`config.mk`:
```
export PLATFORM = sky130hd
export DESIGN_NAME = spram_arbiter
export DESIGN_NICKNAME = d
export VERILOG_FILES = /design/src/rtl/spram_arbiter.sv
export SDC_FILE = /design/constraint.sdc
export NUM_CORES = 1
export LEC_CHECK = 0
export CORE_ASPECT_RATIO = 0.5
export CORE_MARGIN = 10
export CORE_UTILIZATION = 31
export DETAILED_ROUTE_END_ITERATION = 10
export MAX_ROUTING_LAYER = met4
export PLACE_DENSITY = 0.87
export SETUP_SLACK_MARGIN = 0.4
export SYNTH_ARGS = -nofsm -noshare
export SYNTH_HDL_FRONTEND = slang
export SYNTH_SLANG_ARGS = --single-unit
```
`constraint.sdc`:
```
create_clock -name clk -period 2.3 [get_ports clk]
set_input_delay 0.46 -clock clk [delete_from_list [all_inputs] [get_ports clk]]
set_output_delay 0.46 -clock clk [all_outputs]
set_load 0.05 [all_outputs]
```
`src/rtl/spram_arbiter.sv`:
```
// Two-port round-robin arbiter in front of a single-port SRAM.
// Drops the RAM into standby after a run of idle cycles.
module spram_arbiter #(
    parameter int IDLE_LIMIT  = 64,
    parameter int WAKE_CYCLES = 4
) (
    input  logic        clk,
    input  logic        rst,
    input  logic        p0_valid,
    output logic        p0_ready,
    input  logic        p0_we,
    input  logic [13:0] p0_addr,
    input  logic [15:0] p0_wdata,
    input  logic [1:0]  p0_wmask,
    output logic [15:0] p0_rdata,
    output logic        p0_rvalid,
    input  logic        p1_valid,
    output logic        p1_ready,
    input  logic        p1_we,
    input  logic [13:0] p1_addr,
    input  logic [15:0] p1_wdata,
    input  logic [1:0]  p1_wmask,
    output logic [15:0] p1_rdata,
    output logic        p1_rvalid,
    output logic [13:0] ram_addr,
    output logic [15:0] ram_datain,
    output logic [3:0]  ram_maskwren,
    output logic        ram_wren,
    output logic        ram_cs,
    output logic        ram_standby,
    output logic        ram_sleep,
    output logic        ram_poweroff,
    input  logic [15:0] ram_dataout
);

    typedef enum logic [1:0] {
        ACTIVE,
        STANDBY,
        WAKE
    } state_t;

    localparam int IW = $clog2(IDLE_LIMIT + 2);
    localparam logic [IW-1:0] LIM = IW'(IDLE_LIMIT);
    localparam logic [7:0] WLAST = 8'(WAKE_CYCLES - 1);

    state_t          r_state;
    state_t          w_state_nx;
    logic            r_ptr;
    logic [IW-1:0]   r_idle;
    logic [IW-1:0]   w_idle_nx;
    logic [IW-1:0]   w_idle_inc;
    logic [7:0]      r_wcnt;
    logic [7:0]      w_wcnt_nx;
    logic            r_rv0;
    logic            r_rv1;
    logic            w_any;
    logic            w_act;
    logic            w_g0;
    logic            w_g1;
    logic [1:0]      w_mask;

    assign w_any      = p0_valid | p1_valid;
    assign w_act      = (r_state == ACTIVE) && !rst;
    assign w_g0       = w_act && p0_valid && (!p1_valid || !r_ptr);
    assign w_g1       = w_act && p1_valid && (!p0_valid || r_ptr);
    assign w_idle_inc = r_idle + IW'(1);

    assign p0_ready     = w_g0;
    assign p1_ready     = w_g1;
    assign p0_rdata     = ram_dataout;
    assign p1_rdata     = ram_dataout;
    assign p0_rvalid    = r_rv0;
    assign p1_rvalid    = r_rv1;
    assign ram_standby  = (r_state == STANDBY);
    assign ram_sleep    = 1'b0;
    assign ram_poweroff = 1'b1;

    // Route the granted port onto the RAM, all-zero when nothing is granted
    always_comb begin
        ram_cs     = 1'b0;
        ram_wren   = 1'b0;
        ram_addr   = '0;
        ram_datain = '0;
        w_mask     = '0;
        if (w_g0) begin
            ram_cs     = 1'b1;
            ram_wren   = p0_we;
            ram_addr   = p0_addr;
            ram_datain = p0_wdata;
            w_mask     = p0_wmask;
        end else if (w_g1) begin
            ram_cs     = 1'b1;
            ram_wren   = p1_we;
            ram_addr   = p1_addr;
            ram_datain = p1_wdata;
            w_mask     = p1_wmask;
        end
        ram_maskwren = {w_mask[1], w_mask[1], w_mask[0], w_mask[0]};
    end

    // Power-state sequencing: idle countdown into standby, timed wake-up
    always_comb begin
        w_state_nx = r_state;
        w_idle_nx  = r_idle;
        w_wcnt_nx  = r_wcnt;
        unique case (r_state)
            ACTIVE: begin
                if (w_any) begin
                    w_idle_nx = '0;
                end else if (IDLE_LIMIT > 0 && !(r_rv0 || r_rv1)) begin
                    if (w_idle_inc == LIM) begin
                        w_state_nx = STANDBY;
                        w_idle_nx  = '0;
                    end else begin
                        w_idle_nx = w_idle_inc;
                    end
                end
            end
            STANDBY: begin
                if (w_any) begin
                    w_state_nx = WAKE;
                    w_wcnt_nx  = '0;
                end
            end
            WAKE: begin
                if (r_wcnt == WLAST) begin
                    w_state_nx = ACTIVE;
                    w_wcnt_nx  = '0;
                end else begin
                    w_wcnt_nx = r_wcnt + 8'd1;
                end
            end
            default: begin
                w_state_nx = ACTIVE;
            end
        endcase
    end

    // State and counter registers
    always_ff @(posedge clk or posedge rst) begin
        if (rst) begin
            r_state <= ACTIVE;
            r_idle  <= '0;
            r_wcnt  <= '0;
        end else begin
            r_state <= w_state_nx;
            r_idle  <= w_idle_nx;
            r_wcnt  <= w_wcnt_nx;
        end
    end

    // Round-robin pointer flips to the other port after every grant
    always_ff @(posedge clk or posedge rst) begin
        if (rst) begin
            r_ptr <= 1'b0;
        end else if (w_g0) begin
            r_ptr <= 1'b1;
        end else if (w_g1) begin
            r_ptr <= 1'b0;
        end
    end

    // Read-data valid strobes, one cycle behind the read grant
    always_ff @(posedge clk or posedge rst) begin
        if (rst) begin
            r_rv0 <= 1'b0;
            r_rv1 <= 1'b0;
        end else begin
            r_rv0 <= w_g0 && !p0_we;
            r_rv1 <= w_g1 && !p1_we;
        end
    end

endmodule

```
==> run summary <==
Async SR Flop Fraction: 100%
Xor and xnor fraction of the mapped netlist area: 2.08%
Leak: 1.51 nW
Critical Path Start Type: flop
Outcome: finished, final reports clean
Area grow syn2layout: 108%
Synthesized flop and latch total: 20
Setup ws final: 0.0292 ns
Synthesized area: 1680 µm²
Synth Area in Adders: 1.49%
FF-to-FF End: r_wcnt[4]
Detailed Route Iter0 Violations: 62
Grt ovf: 0
Number of buffers added on ports: 110
Tmin final: 2.27 ns
R2R Setup Slk: 0.42 ns
Met2 Use GR: 29.3%
Post-synth EDFFs: 0
Nets: 372
Max FO, Critical Path: 6
R2R depth: 7
CTS clk-pin slew, worst paths: 0.08 ns
Largest stage delay, worst path: 0.42 ns
Clock Tree Root: clkbuf_8
FMAX: 440 MHz
Rel. slew slack: 64.6%
Top-area cell type share of the netlist area: 29.7%
Setup-failing EPs final: 0
GRT busiest layer: met2
Fin. max-slew vios: 0
GR Util All Layers: 15.4%
CTS tree: done
Critical-path cell list: nor3_4 > nand2_2 > a21oi_4 > buf_6 > clkbuf_16 > a22o_2 > buf_12
Post-Synthesis Cells: 191
DRC viols: 0
Worst flop-to-flop path startpoint: r_wcnt[1]
First-pass GRT wire length: 10.7 mm
Met3 Use GR: 5.48%
Initial antenna violation count: 0
DPL Wire Length: 5.67 mm
CTS Buf Count: 3
Capture point of the worst path: ram_datain[13]
Cell variety after synth: 33
Synth Area in Simple Gates: 16.1%
Die W: 124 µm
Final Hold Fails: 0
Synth cell count leaders: buf_4 (36), a22o_1 (35), dfrtp_1 (20)
Worst setup path class: reg -> out
Starting density of the core: 33.1%
Layout cells sized above 1: 41.3%
# hold bufs at CTS: 0
Row count: 18
Area leader, netlist: dfrtp_1
Worst-case clock skew: 0.00917 ns
Crit-path slowest cell: dfrtp_1
Unrepaired setup endpoints after global routing: yes
Chip Height: 72.1 µm
Most frequent cell after synthesis: buf_4
Detail Route Antenna Nets: 0
Die ar.: 8950 µm²
Worst setup path start: r_state[0]
DR vias/cell: 5.16
Compound-cell area share of the yosys netlist: 31.4%
Pre-antenna DRT Iters: 4
ANT cells: 0
Met1 usage: 14.0%
Mean post-synth cell area: 8.81 µm²
Place WS: -0.119 ns
Worst VDD drop: 257 µV
Final wirelength: 7.19 mm
Clk buf depth: 2
Vias in the first global route: 2,060
Total power: 1.51 mW
Crit path depth: 7
Power per cell area: 431 nW/µm²
Sink Count: 20
I/O pins: 161
Layout Utilization: 68.9%
Synth warn: 0
Core area: 5090 µm²
Worst min path class: in -> async
Via count: 1,823
Multiplexer share of the synthesized area: 0%
Worst skew pair latency: 0.26 ns
Worst-Margin Slew: 0.533 ns
Combinational family with the most area after synthesis: compound AO/OA/AOI/OAI gates
Worst Path Required: 1.84 ns
Mapped Nets: 279
Worst path buffer plus inverter count: 3
Area contributors post-synth: dfrtp_1 (30%), a22o_1 (18%), buf_4 (16%)
Period utilisation layout: 98.7%
Wire per inst: 20.4 µm
Primary FF master, synth: dfrtp_1
MaxCap Viol Count: 0
Gpl congestion: 0.792
CTS H-tree lvls: 1
Crit path DAT: 1.81 ns
Register area share after synthesis: 29.7%
Largest net degree at the start of global routing: 21
Top delay family on crit path: flip-flops
CP endpoint kind: output pin
==> per-layer routing <==
metal / wire length (µm) / vias up
li1: - / 845
met1: 2460 / 873
met2: 3910 / 78
met3: 579 / 27
met4: 232 / 0
met5: 0 / -
==> worst register-to-register path: stages (launching register included) <==
cell     delay, ns
dfrtp_1       0.39
ha_2          0.22
or4b_4        0.48
o41ai_4       0.26
buf_6         0.18
nor2_2        0.04
o21ai_1       0.12
o21ai_1       0.08
==> how the worst min path moves through the flow <==
stage                           end  slack, ns
after floorplan           p0_rvalid       0.42
after global placement    r_wcnt[1]       0.48
after detailed placement  r_wcnt[1]       0.52
after CTS                     r_ptr       0.25
after global routing          r_ptr       0.29
final                         r_ptr       0.25
==> cells by family (layout without fill, tap and decap cells) <==
logic type	Yosys count	count (layout)
AOI/OAI and AO/OA	66	66
and+or+nand+nor	51	51
buffers and inverters	46	138
DFF	20	20
xor gates and xnor gates	4	4
adders and majority gates	2	2
other	2	2
==> report_power, final <==
part	switching [mW]	internal [mW]	total [mW]
sequential	0.00995	0.358	0.368
clock	0.119	0.232	0.351
combinational	0.372	0.420	0.793
total	0.501	1.01	1.51
==> flip-flops by register name, indices dropped and copies added, names as in the netlist <==
register and flops:
r_ptr 1, r_idle 7, r_state 2, p0_rvalid 1, r_wcnt 8, p1_rvalid 1
==> through the flow <==
step | setup TNS (ns) | hold slack, ns | instance area (µm²) | instances
floorplan | 0 | 0.424 | 1860 | 191
global placement | -1.93 | 0.483 | 3190 | 337
detailed placement | -2.93 | 0.523 | 3190 | 337
CTS | 0 | 0.248 | 3410 | 350
global route | -0.248 | 0.288 | 3510 | 353
finish | 0 | 0.249 | 3510 | 353
==> cells in the final DEF (no fill, tap or decap), types with 3 or more instances in the layout <==
cell              n
nand3_1           5
buf_4            11
buf_12           41
a22o_4           18
nor2_1            7
nor2b_1           6
clkbuf_8          3
dlygate4sd2_1     4
xor2_1            3
nand2_1          14
and3_1            3
a22o_2           15
clkdlybuf4s50_1  66
o21ai_0          14
dfrtp_1          18
inv_1             4
o21ai_1           4
buf_6             4
==> repair_timing <==
| action | 4_1_cts | 5_1_grt |
|---|---|---|
| gates resized for setup | 18 | 12 |
| setup endpoints to repair | 50 | 50 |
| buffers inserted | 7 | 2 |
| pin swaps | 15 | 8 |
| cloned | 2 | 1 |
==> layout make-up <==
cell class / count / area [µm²]
multi-input cells: 125 / 1100
inverters: 4 / 15.0
fillers: 360 / 1580
clock buffers: 3 / 41.3
well taps: 70 / 87.6
clock inverters: 1 / 30.0
repair buffers: 130 / 1730
flip-flops and latches: 20 / 503
Power figures use the tool's default switching activity.
